`src/rtl/cmc_pkg.sv`:
```
// Shared types and sizing for the CMC candidate search controller.
//   MAX_CAND : maximum candidates per search
//   IDX_W    : candidate index width
//   DIST_W   : SAD distance width (matches the PE output)
//   LAT      : cycles from an accepted request to a valid distance
//   DIST_MAX : all-ones distance, used as the "no match yet" value
package cmc_pkg;

  localparam int MAX_CAND = 64;
  localparam int IDX_W    = $clog2(MAX_CAND);
  localparam int DIST_W   = 16;
  localparam int LAT      = 2;

  localparam logic [DIST_W-1:0] DIST_MAX = '1;

  typedef enum logic [1:0] {
    IDLE,
    ISSUE,
    DRAIN,
    DONE
  } state_t;

endpackage

```
`src/rtl/cmc_search_ctrl_pipe.sv`:
```
// In-flight request tracker: a LAT-deep {valid, idx} shift register that
// advances every cycle. The tail lines up with the cycle the PE distance
// for that request is presented.
//   clk_i, clr_i         : clock, synchronous clear
//   push_valid_i/idx_i   : request accepted this cycle and its index
//   tail_valid_o/idx_o   : request whose distance is on dist_in this cycle
//   pending_o            : requests that will still be in flight next cycle
module cmc_inflight_pipe
  import cmc_pkg::*;
(
  input  logic             clk_i,
  input  logic             clr_i,
  input  logic             push_valid_i,
  input  logic [IDX_W-1:0] push_idx_i,
  output logic             tail_valid_o,
  output logic [IDX_W-1:0] tail_idx_o,
  output logic             pending_o
);

  logic [LAT-1:0]   valid_q;
  logic [IDX_W-1:0] idx_q [LAT];

  always_ff @(posedge clk_i) begin
    if (clr_i) begin
      for (int i = 0; i < LAT; i++) begin
        valid_q[i] <= 1'b0;
        idx_q[i]   <= '0;
      end
    end else begin
      for (int i = LAT - 1; i > 0; i--) begin
        valid_q[i] <= valid_q[i-1];
        idx_q[i]   <= idx_q[i-1];
      end
      valid_q[0] <= push_valid_i;
      idx_q[0]   <= push_idx_i;
    end
  end

  // Every stage except the tail survives the next shift.
  always_comb begin
    pending_o = 1'b0;
    for (int i = 0; i < LAT - 1; i++) begin
      pending_o = pending_o | valid_q[i];
    end
  end

  assign tail_valid_o = valid_q[LAT-1];
  assign tail_idx_o   = idx_q[LAT-1];

endmodule

```
`src/rtl/cmc_search_ctrl.sv`:
```
// CMC best-match search controller. Issues candidate indices to the
// reference buffer, tracks them through the SAD PE latency, keeps the
// running minimum and stops early when a distance beats the threshold.
//   clk_i, rst_i        : clock, synchronous active-high reset
//   start_i             : start a search (ignored while busy)
//   num_cand_i, thresh_i: candidate count and early-stop threshold (0 = off)
//   ref_req_o/idx_o     : candidate request to the reference buffer
//   ref_ready_i         : buffer accepts the request this cycle
//   dist_in_i           : PE distance, valid LAT cycles after acceptance
//   busy_o, done_o      : search in progress / one-cycle completion pulse
//   best_idx_o/dist_o   : minimum distance and its index
//   early_hit_o         : search ended by the threshold
module cmc_search_ctrl
  import cmc_pkg::*;
(
  input  logic              clk_i,
  input  logic              rst_i,
  input  logic              start_i,
  input  logic [IDX_W:0]    num_cand_i,
  input  logic [DIST_W-1:0] thresh_i,
  output logic              ref_req_o,
  output logic [IDX_W-1:0]  ref_idx_o,
  input  logic              ref_ready_i,
  input  logic [DIST_W-1:0] dist_in_i,
  output logic              busy_o,
  output logic              done_o,
  output logic [IDX_W-1:0]  best_idx_o,
  output logic [DIST_W-1:0] best_dist_o,
  output logic              early_hit_o
);

  state_t            state_q;
  logic [IDX_W:0]    num_q;
  logic [IDX_W:0]    cnt_q;
  logic [IDX_W:0]    cnt_d;
  logic [DIST_W-1:0] thresh_q;
  logic [IDX_W-1:0]  best_idx_q;
  logic [DIST_W-1:0] best_dist_q;
  logic              early_q;
  logic              busy_q;
  logic              done_q;

  logic              accept;
  logic              last_accept;
  logic              tail_valid;
  logic [IDX_W-1:0]  tail_idx;
  logic              pending;
  logic              better;
  logic              hit;

  // The request is withheld while the buffer is not ready, so ref_req
  // and acceptance are the same signal.
  assign accept      = (state_q == ISSUE) && ref_ready_i;
  // Counter is one bit wider than the index so a full MAX_CAND search
  // terminates without wrapping.
  assign cnt_d       = cnt_q + {{IDX_W{1'b0}}, 1'b1};
  assign last_accept = accept && (cnt_d == num_q);
  assign better      = tail_valid && (dist_in_i < best_dist_q);
  assign hit         = tail_valid && (thresh_q != '0) && (dist_in_i < thresh_q);

  cmc_inflight_pipe u_pipe (
    .clk_i        (clk_i),
    .clr_i        (rst_i),
    .push_valid_i (accept),
    .push_idx_i   (cnt_q[IDX_W-1:0]),
    .tail_valid_o (tail_valid),
    .tail_idx_o   (tail_idx),
    .pending_o    (pending)
  );

  always_ff @(posedge clk_i) begin
    if (rst_i) begin
      state_q     <= IDLE;
      num_q       <= '0;
      cnt_q       <= '0;
      thresh_q    <= '0;
      best_idx_q  <= '0;
      best_dist_q <= DIST_MAX;
      early_q     <= 1'b0;
      busy_q      <= 1'b0;
      done_q      <= 1'b0;
    end else begin
      done_q <= 1'b0;
      // Strict compare: a tie keeps the earlier index.
      if (better) begin
        best_dist_q <= dist_in_i;
        best_idx_q  <= tail_idx;
      end
      unique case (state_q)
        IDLE, DONE: begin
          state_q <= IDLE;
          busy_q  <= 1'b0;
          if (start_i) begin
            num_q       <= num_cand_i;
            thresh_q    <= thresh_i;
            cnt_q       <= '0;
            best_dist_q <= DIST_MAX;
            best_idx_q  <= '0;
            early_q     <= 1'b0;
            if (num_cand_i == '0) begin
              state_q <= DONE;
              done_q  <= 1'b1;
            end else begin
              state_q <= ISSUE;
              busy_q  <= 1'b1;
            end
          end
        end
        ISSUE: begin
          if (accept) cnt_q <= cnt_d;
          if (hit) early_q <= 1'b1;
          // A request accepted on the hit cycle is already in the pipe
          // and will still be compared during DRAIN.
          if (hit || last_accept) state_q <= DRAIN;
        end
        DRAIN: begin
          if (!pending) begin
            state_q <= DONE;
            busy_q  <= 1'b0;
            done_q  <= 1'b1;
          end
        end
        default: state_q <= IDLE;
      endcase
    end
  end

  assign ref_req_o   = accept;
  assign ref_idx_o   = cnt_q[IDX_W-1:0];
  assign busy_o      = busy_q;
  assign done_o      = done_q;
  assign best_idx_o  = best_idx_q;
  assign best_dist_o = best_dist_q;
  assign early_hit_o = early_q;

endmodule

```
`config.mk`:
```
export PLATFORM = sky130hd
export DESIGN_NAME = cmc_search_ctrl
export DESIGN_NICKNAME = d
export VERILOG_FILES = /design/src/rtl/cmc_pkg.sv /design/src/rtl/cmc_search_ctrl_pipe.sv /design/src/rtl/cmc_search_ctrl.sv
export SDC_FILE = /design/constraint.sdc
export NUM_CORES = 1
export LEC_CHECK = 0
export CORE_UTILIZATION = 51
export DETAILED_ROUTE_END_ITERATION = 6
export PLACE_DENSITY_LB_ADDON = 0.05
export SLEW_MARGIN = 10
export SYNTH_ARGS = -nofsm -noshare
export SYNTH_HDL_FRONTEND = slang
export SYNTH_SLANG_ARGS = --single-unit
```
`constraint.sdc`:
```
create_clock -name clk_i -period 2.4 [get_ports clk_i]
set_input_delay 0.48 -clock clk_i [delete_from_list [all_inputs] [get_ports clk_i]]
set_output_delay 0.48 -clock clk_i [all_outputs]
set_load 0.1 [all_outputs]
```
# ---- Word-level counts from Yosys, hierarchy flattened
# Memory sizes are Yosys's and may differ from the RTL's.
# Cells that the tools add are included.
dict set report word_totals {
  reg_bits 59
  latch_bits 0
  ramBits 12
  mem_bits_ro 0
  input_bits 43
  out_inout_bits 32
  word_cells 72
  memories 1
}
# name depth word_bits read_ports rd_clocked_by_memory_dff wr line_no
set memory_table {}
lappend memory_table {u_pipe.idx_q 2 6 2 0 2 cmc_search_ctrl_pipe.sv:21} ;# logic [IDX_W-1:0] idx_q [LAT];
dict set report op_classes {
  add_sub_neg 1
  multipliers 0
  n_div 0
  n_lt_le_gt_ge 2
  eq_ne 9
  shifts 0
  n_mux 30
  n_bitwise 2
  n_reduce_logical 17
}
# cell count
set ops {}
lappend ops {{2-to-1 mux 16 bit} 3}
lappend ops {{less-than comparator 16 bit} 2}
lappend ops {{2-to-1 mux 6 bit} 5}
lappend ops {{nonzero test 16 bit} 1}
lappend ops {{2-to-1 mux 7 bit} 2}
lappend ops {{one-hot mux 7 bit (2 select lines)} 1}
lappend ops {{2-to-1 mux 1 bit} 11}
lappend ops {{2-to-1 mux 2 bit} 4}
lappend ops {{inequality test 2 bit (second input constant)} 4}
lappend ops {{adder 7 x 1 -> 7 bit (second input constant)} 1}
lappend ops {{== test 7 bit} 1}
lappend ops {{logical NOT 7 bit} 1}
lappend ops {{one-hot mux 1 bit (2 select lines)} 3}
lappend ops {{one-hot mux 2 bit (3 select lines)} 1}
lappend ops {{AND reduction 2 bit} 3}
lappend ops {{AND reduction 3 bit} 2}
lappend ops {{logical AND 1 bit} 5}
lappend ops {{== test 2 bit (second input constant)} 2}
lappend ops {{nonzero test 2 bit} 2}
lappend ops {{== test 2 x 1 -> 1 bit (second input constant)} 1}
lappend ops {{logical NOT 2 bit} 1}
lappend ops {{inequality test 2 x 1 -> 1 bit (second input constant)} 1}
lappend ops {{bitwise OR 1 bit} 2}
lappend ops {{OR reduction 2 bit} 1}
lappend ops {{logical OR 1 bit} 1}

# ---- Depth between registers and ports, before layout
dict set report logic_depth {
  ltp_word 6
  depth_mapped 10
  depth_no_buf 9
}

# ---- Cells and area by module
# From an unflattened synthesis, not the netlist that was laid out.
dict set report unflattened {
  cells_unflattened 451
  hier_area_um2 3722.3
}
# mod n_inst cells_per_inst area_each_um2 seq_area_each_um2
set by_module_without_submodules {}
lappend by_module_without_submodules {cmc_search_ctrl 1 416 3269.4 1141.1}
lappend by_module_without_submodules {cmc_inflight_pipe 1 35 452.9 280.3}

# ---- Worst setup path before layout
# No wires, ideal clock.
dict set report synth_timing {
  path_type {reg2reg}
  start {register best_dist_q[9] (netlist: best_dist_o[9])}
  end {register best_dist_q[10] (netlist: best_dist_o[10])}
  setup_time_ns 0.137
  t_arrival_ns 2.526
  required_time_ns 2.263
  path_slack_ns -0.263
  stages_incl_launch_ff 11
  cell_sequence {dfxtp_1 inv_1 ha_1 a21o_1 a21oi_1 o21ai_1 o2111a_1 o21a_1 clkbuf_1 o21ai_0 nand3_1}
}
dict set report synth_between {
  elab_chain_cells 5
}
# item line_no
set synth_rtl {}
lappend synth_rtl {{from (decl)} cmc_search_ctrl.sv:38} ;# logic [DIST_W-1:0] best_dist_q;
lappend synth_rtl {{from (signal assigned)} cmc_search_ctrl.sv:86} ;# best_dist_q <= dist_in_i;
lappend synth_rtl {{less-than comparator 16 bit *} cmc_search_ctrl.sv:58} ;# assign better = tail_valid && (dist_in_i < best_dist_q);
lappend synth_rtl {{logical AND 1 bit *} cmc_search_ctrl.sv:58}
lappend synth_rtl {{2-to-1 mux 16 bit *} cmc_search_ctrl.sv:85} ;# if (better) begin
lappend synth_rtl {{2-to-1 mux 16 bit} cmc_search_ctrl.sv:93} ;# if (start_i) begin
lappend synth_rtl {{2-to-1 mux 16 bit *} cmc_search_ctrl.sv:89} ;# unique case (state_q)
# Every way passes the cells marked *; elsewhere a longest branch is shown, timed or not.
# A chain may end at the register's enable or synchronous reset.

# ---- Worst setup path after layout
dict set report layout_timing {
  start {input dist_in_i[1]}
  end {register state_q[0]}
}
dict set report layout_between {
  elab_chain_cells 5
}
# item line_no
set layout_rtl {}
lappend layout_rtl {{from (decl)} cmc_search_ctrl.sv:24} ;# input logic [DIST_W-1:0] dist_in_i,
lappend layout_rtl {{less-than comparator 16 bit} cmc_search_ctrl.sv:59} ;# assign hit = tail_valid && (thresh_q != '0) && (dist_in_i < thresh_q);
lappend layout_rtl {{logical AND 1 bit} cmc_search_ctrl.sv:59}
lappend layout_rtl {{logical OR 1 bit} cmc_search_ctrl.sv:114} ;# if (hit || last_accept) state_q <= DRAIN;
lappend layout_rtl {{inequality test 2 x 1 -> 1 bit (no line)} -}
lappend layout_rtl {{AND reduction 2 bit (no line)} -}
lappend layout_rtl {{to (signal assigned)} cmc_search_ctrl.sv:114}
lappend layout_rtl {{to (signal assigned)} cmc_search_ctrl.sv:118} ;# state_q <= DONE;
lappend layout_rtl {{to (signal assigned)} cmc_search_ctrl.sv:123} ;# default: state_q <= IDLE;
lappend layout_rtl {{to (decl)} cmc_search_ctrl.sv:32} ;# state_t state_q;
# No other way between the ends.

==> results.txt <==
status: complete, no violations
leading area contributor after synthesis: dfxtp_1
port bufs: 74
Cell variety after synth: 48
final slew viol count: 0
crit-path cells: clkdlybuf4s50_1 -> ha_1 -> a2111oi_0 -> a211o_1 -> a211oi_2 -> o21ai_1 -> o21ai_2 -> buf_4 -> a221oi_2
Mapped Cells: 451
Vias/cell: 5.338
Clock Tree Root: clkbuf_8
Switching Fraction: 35.42%
# IOs: 75
CP max-delay cell: clkdlybuf4s50_1
Buf/Inv on CP: 2
Async SR Flop Fraction: 0%
Rows: 30
critical path capture point type: flip-flop
largest net degree at the start of global routing: 47
synth warn: 0
global placement routability congestion: 0.9161
vias after detailed routing: 3427
Hold WS: 430.2 ps
Max Fclk: 433.3 MHz
Main synth FF type: dfxtp_1
final hold vios: 0
Post-Syn Nets: 527
Post CTS Setup Buffer Count: 0
WL final: 9004 um
maxcap violations: 0
clk slew on worst S/H paths: 80 ps
CTS tree: done
#FFs+latches synth: 71
Slew headroom: 71.81%
LEAKAGE: 2.155 nW
Power Dens Cells: 742.5 mW/mm^2
CP top delay family: compound AO/OA/AOI/OAI gates
Reg power frac: 37.9%
Worst EP required: 2670 ps
Total GRT Usage: 25.45%
max incr delay on CP: 450 ps
vias in the first global route: 3210
area growth from synthesis to layout: 33.31%
Worst Path Arrival: 2580 ps
critical path type: primary input to flip-flop
TritonCTS buffer count: 9
Pre-antenna DRT Iters: 4
Yosys top cell area share: 39.05%
CP Launch Type: primary input
power share of the clock group: 30.3%
Initial Util: 53.28%
final setup violation count: 0
min Tclk post-route: 2308 ps
Synth Cell Area: 0.003640 mm^2
clk_lat worst skew: 350 ps
Pint: 0.002327 W
Slew @ Worst Pin: 419.0 ps
grt total ovfl: 0
Die Width: 86.48 um
most frequent cells in the layout: 61 x dfxtp_1, 61 x buf_4, 56 x nand2_1
WL/cell: 14.02 um
htree depth: 3
crit-path max FO: 3
Post-DRT Antenna Nets: 0
Placed Area: 0.004614 mm^2
initial antenna violation count: 0
Hold Crit Class: flip-flop to flip-flop
antenna cell count: 0
Comb power frac: 31.7%
die height: 86.48 um
final core utilization: 71.03%
die area: 0.007479 mm^2
first-pass GRT wire length: 14750 um
RSZ-0062 raised after global routing: false
final instance area: 0.004852 mm^2
number of synthesized flops with an enable pin: 0
layout cells sized above 1: 18.50%
Core Region: 0.006832 mm^2
sequential element share of the synthesized area: 39.05%
Synth Area per Inst: 8.070 um^2
DRC errors left: 0
fin crit share: 96.16%
Max VDD drop: 699.8 uV
Area contributors post-synth: dfxtp_1 39%, ha_1 11%, nand3_1 6.2%
initial drt markers: 169
Max Clock Skew: 10.05 ps
sw power: 0.001276 W
Final HPWL DP: 6849 um
Net count, final: 617
clk buf depth: 2
clock tree sinks: 71
## synthesized netlist by cell type, types with 2 or more instances
| library cell | number |
|---|---|
| a21boi_0 | 5 |
| ha_1 | 33 |
| xor2_1 | 4 |
| nor2_1 | 17 |
| nand4_1 | 4 |
| and3_2 | 2 |
| o21ai_2 | 2 |
| dfxtp_1 | 71 |
| a21o_1 | 7 |
| nand2_1 | 56 |
| xnor2_1 | 4 |
| o21ai_1 | 2 |
| a21oi_1 | 38 |
| buf_2 | 3 |
| a22oi_1 | 2 |
| a211oi_1 | 3 |
| nand2b_1 | 7 |
| o31ai_1 | 3 |
| nor2b_1 | 13 |
| o2111a_1 | 2 |
| clkbuf_1 | 18 |
| nand3_1 | 45 |
| buf_4 | 6 |
| o21ai_0 | 37 |
| nor3_1 | 4 |
| nor4_1 | 5 |
| inv_1 | 37 |
## logic make-up after synthesis
group,after synthesis,share of synthesized area (%)
buf+inv,66,7.562
fa+ha+maj,33,11.34
mux,1,0.4124
compound gates,109,17.77
simple gates,163,21.93
xor+xnor,8,1.925
flops,71,39.05
## metrics by stage
| stage | TNS, ps | power (W) | worst slack [ps] | std cells |
|---|---|---|---|---|
| after CTS | 0 | 0.003614 | 55.65 | 642 |
| after global routing | 0 | 0.003795 | 7.203 | 642 |
| after global placement | -5295 | 0.002499 | -265.1 | 626 |
| after detailed placement | -6982 | 0.002525 | -386.9 | 626 |
| after floorplan | 0 | 0.002140 | 4.446 | 451 |
| final | 0 | 0.003603 | 92.23 | 642 |
## registers in the layout (all words and copies together), names as in the netlist, 2 cells and up
name            count
u_pipe.valid_q      2
u_pipe.idx_q       12
thresh_q           16
best_dist_o        16
state_q             2
cnt_q               7
best_idx_o          6
num_q               7
## per-layer routing
layer  part of all wire, %  vias up  track usage (%)  wire length (um)
li1                      -     1735                -                 -
met1                    47     1576            33.23              4210
met2                    46       98            41.41              4186
met3                   4.4       18            3.429               396
met4                   2.3        0            12.73               210
met5                     0        -                0                 0
## timing repair
action	in CTS	in global routing
hold buffers	0	0
endpoints found under the setup margin	1	24
pin swaps	0	2
gates resized for setup	1	7
## area by class of cell
cell class | count | area, um^2
sequential | 71 | 1434
tap | 96 | 120.1
timing repair buffer | 108 | 983.4
clock buffer | 9 | 123.9
clock inverter | 7 | 103.9
inverter | 37 | 138.9
fill | 586 | 1979
multi-input combinational | 314 | 1948
## worst paths after layout
kind | slack (ps) | from | cells past startpoint | to
worst max-delay path | 90 | dist_in_i[1] | 9 | state_q[0]
worst min-delay path | 430 | u_pipe.idx_q[0][5] | 1 | u_pipe.idx_q[0][11]
worst max register to register | 230 | cnt_q[1] | 9 | state_q[0]
worst min register to register | 430 | u_pipe.idx_q[0][5] | 1 | u_pipe.idx_q[0][11]
## power groups by stage
| stage | clock [W] | sequential, W | combinational (W) |
|---|---|---|---|
| detailed placement | 0 | 0.00139 | 0.00113 |
| floorplan | 0 | 0.00149 | 0.000649 |
| finish | 0.00109 | 0.00137 | 0.00114 |
| global placement | 0 | 0.00139 | 0.00111 |
| global route | 0.00115 | 0.00138 | 0.00127 |
| CTS | 0.00111 | 0.00137 | 0.00114 |
Power figures use the tool's default switching activity.
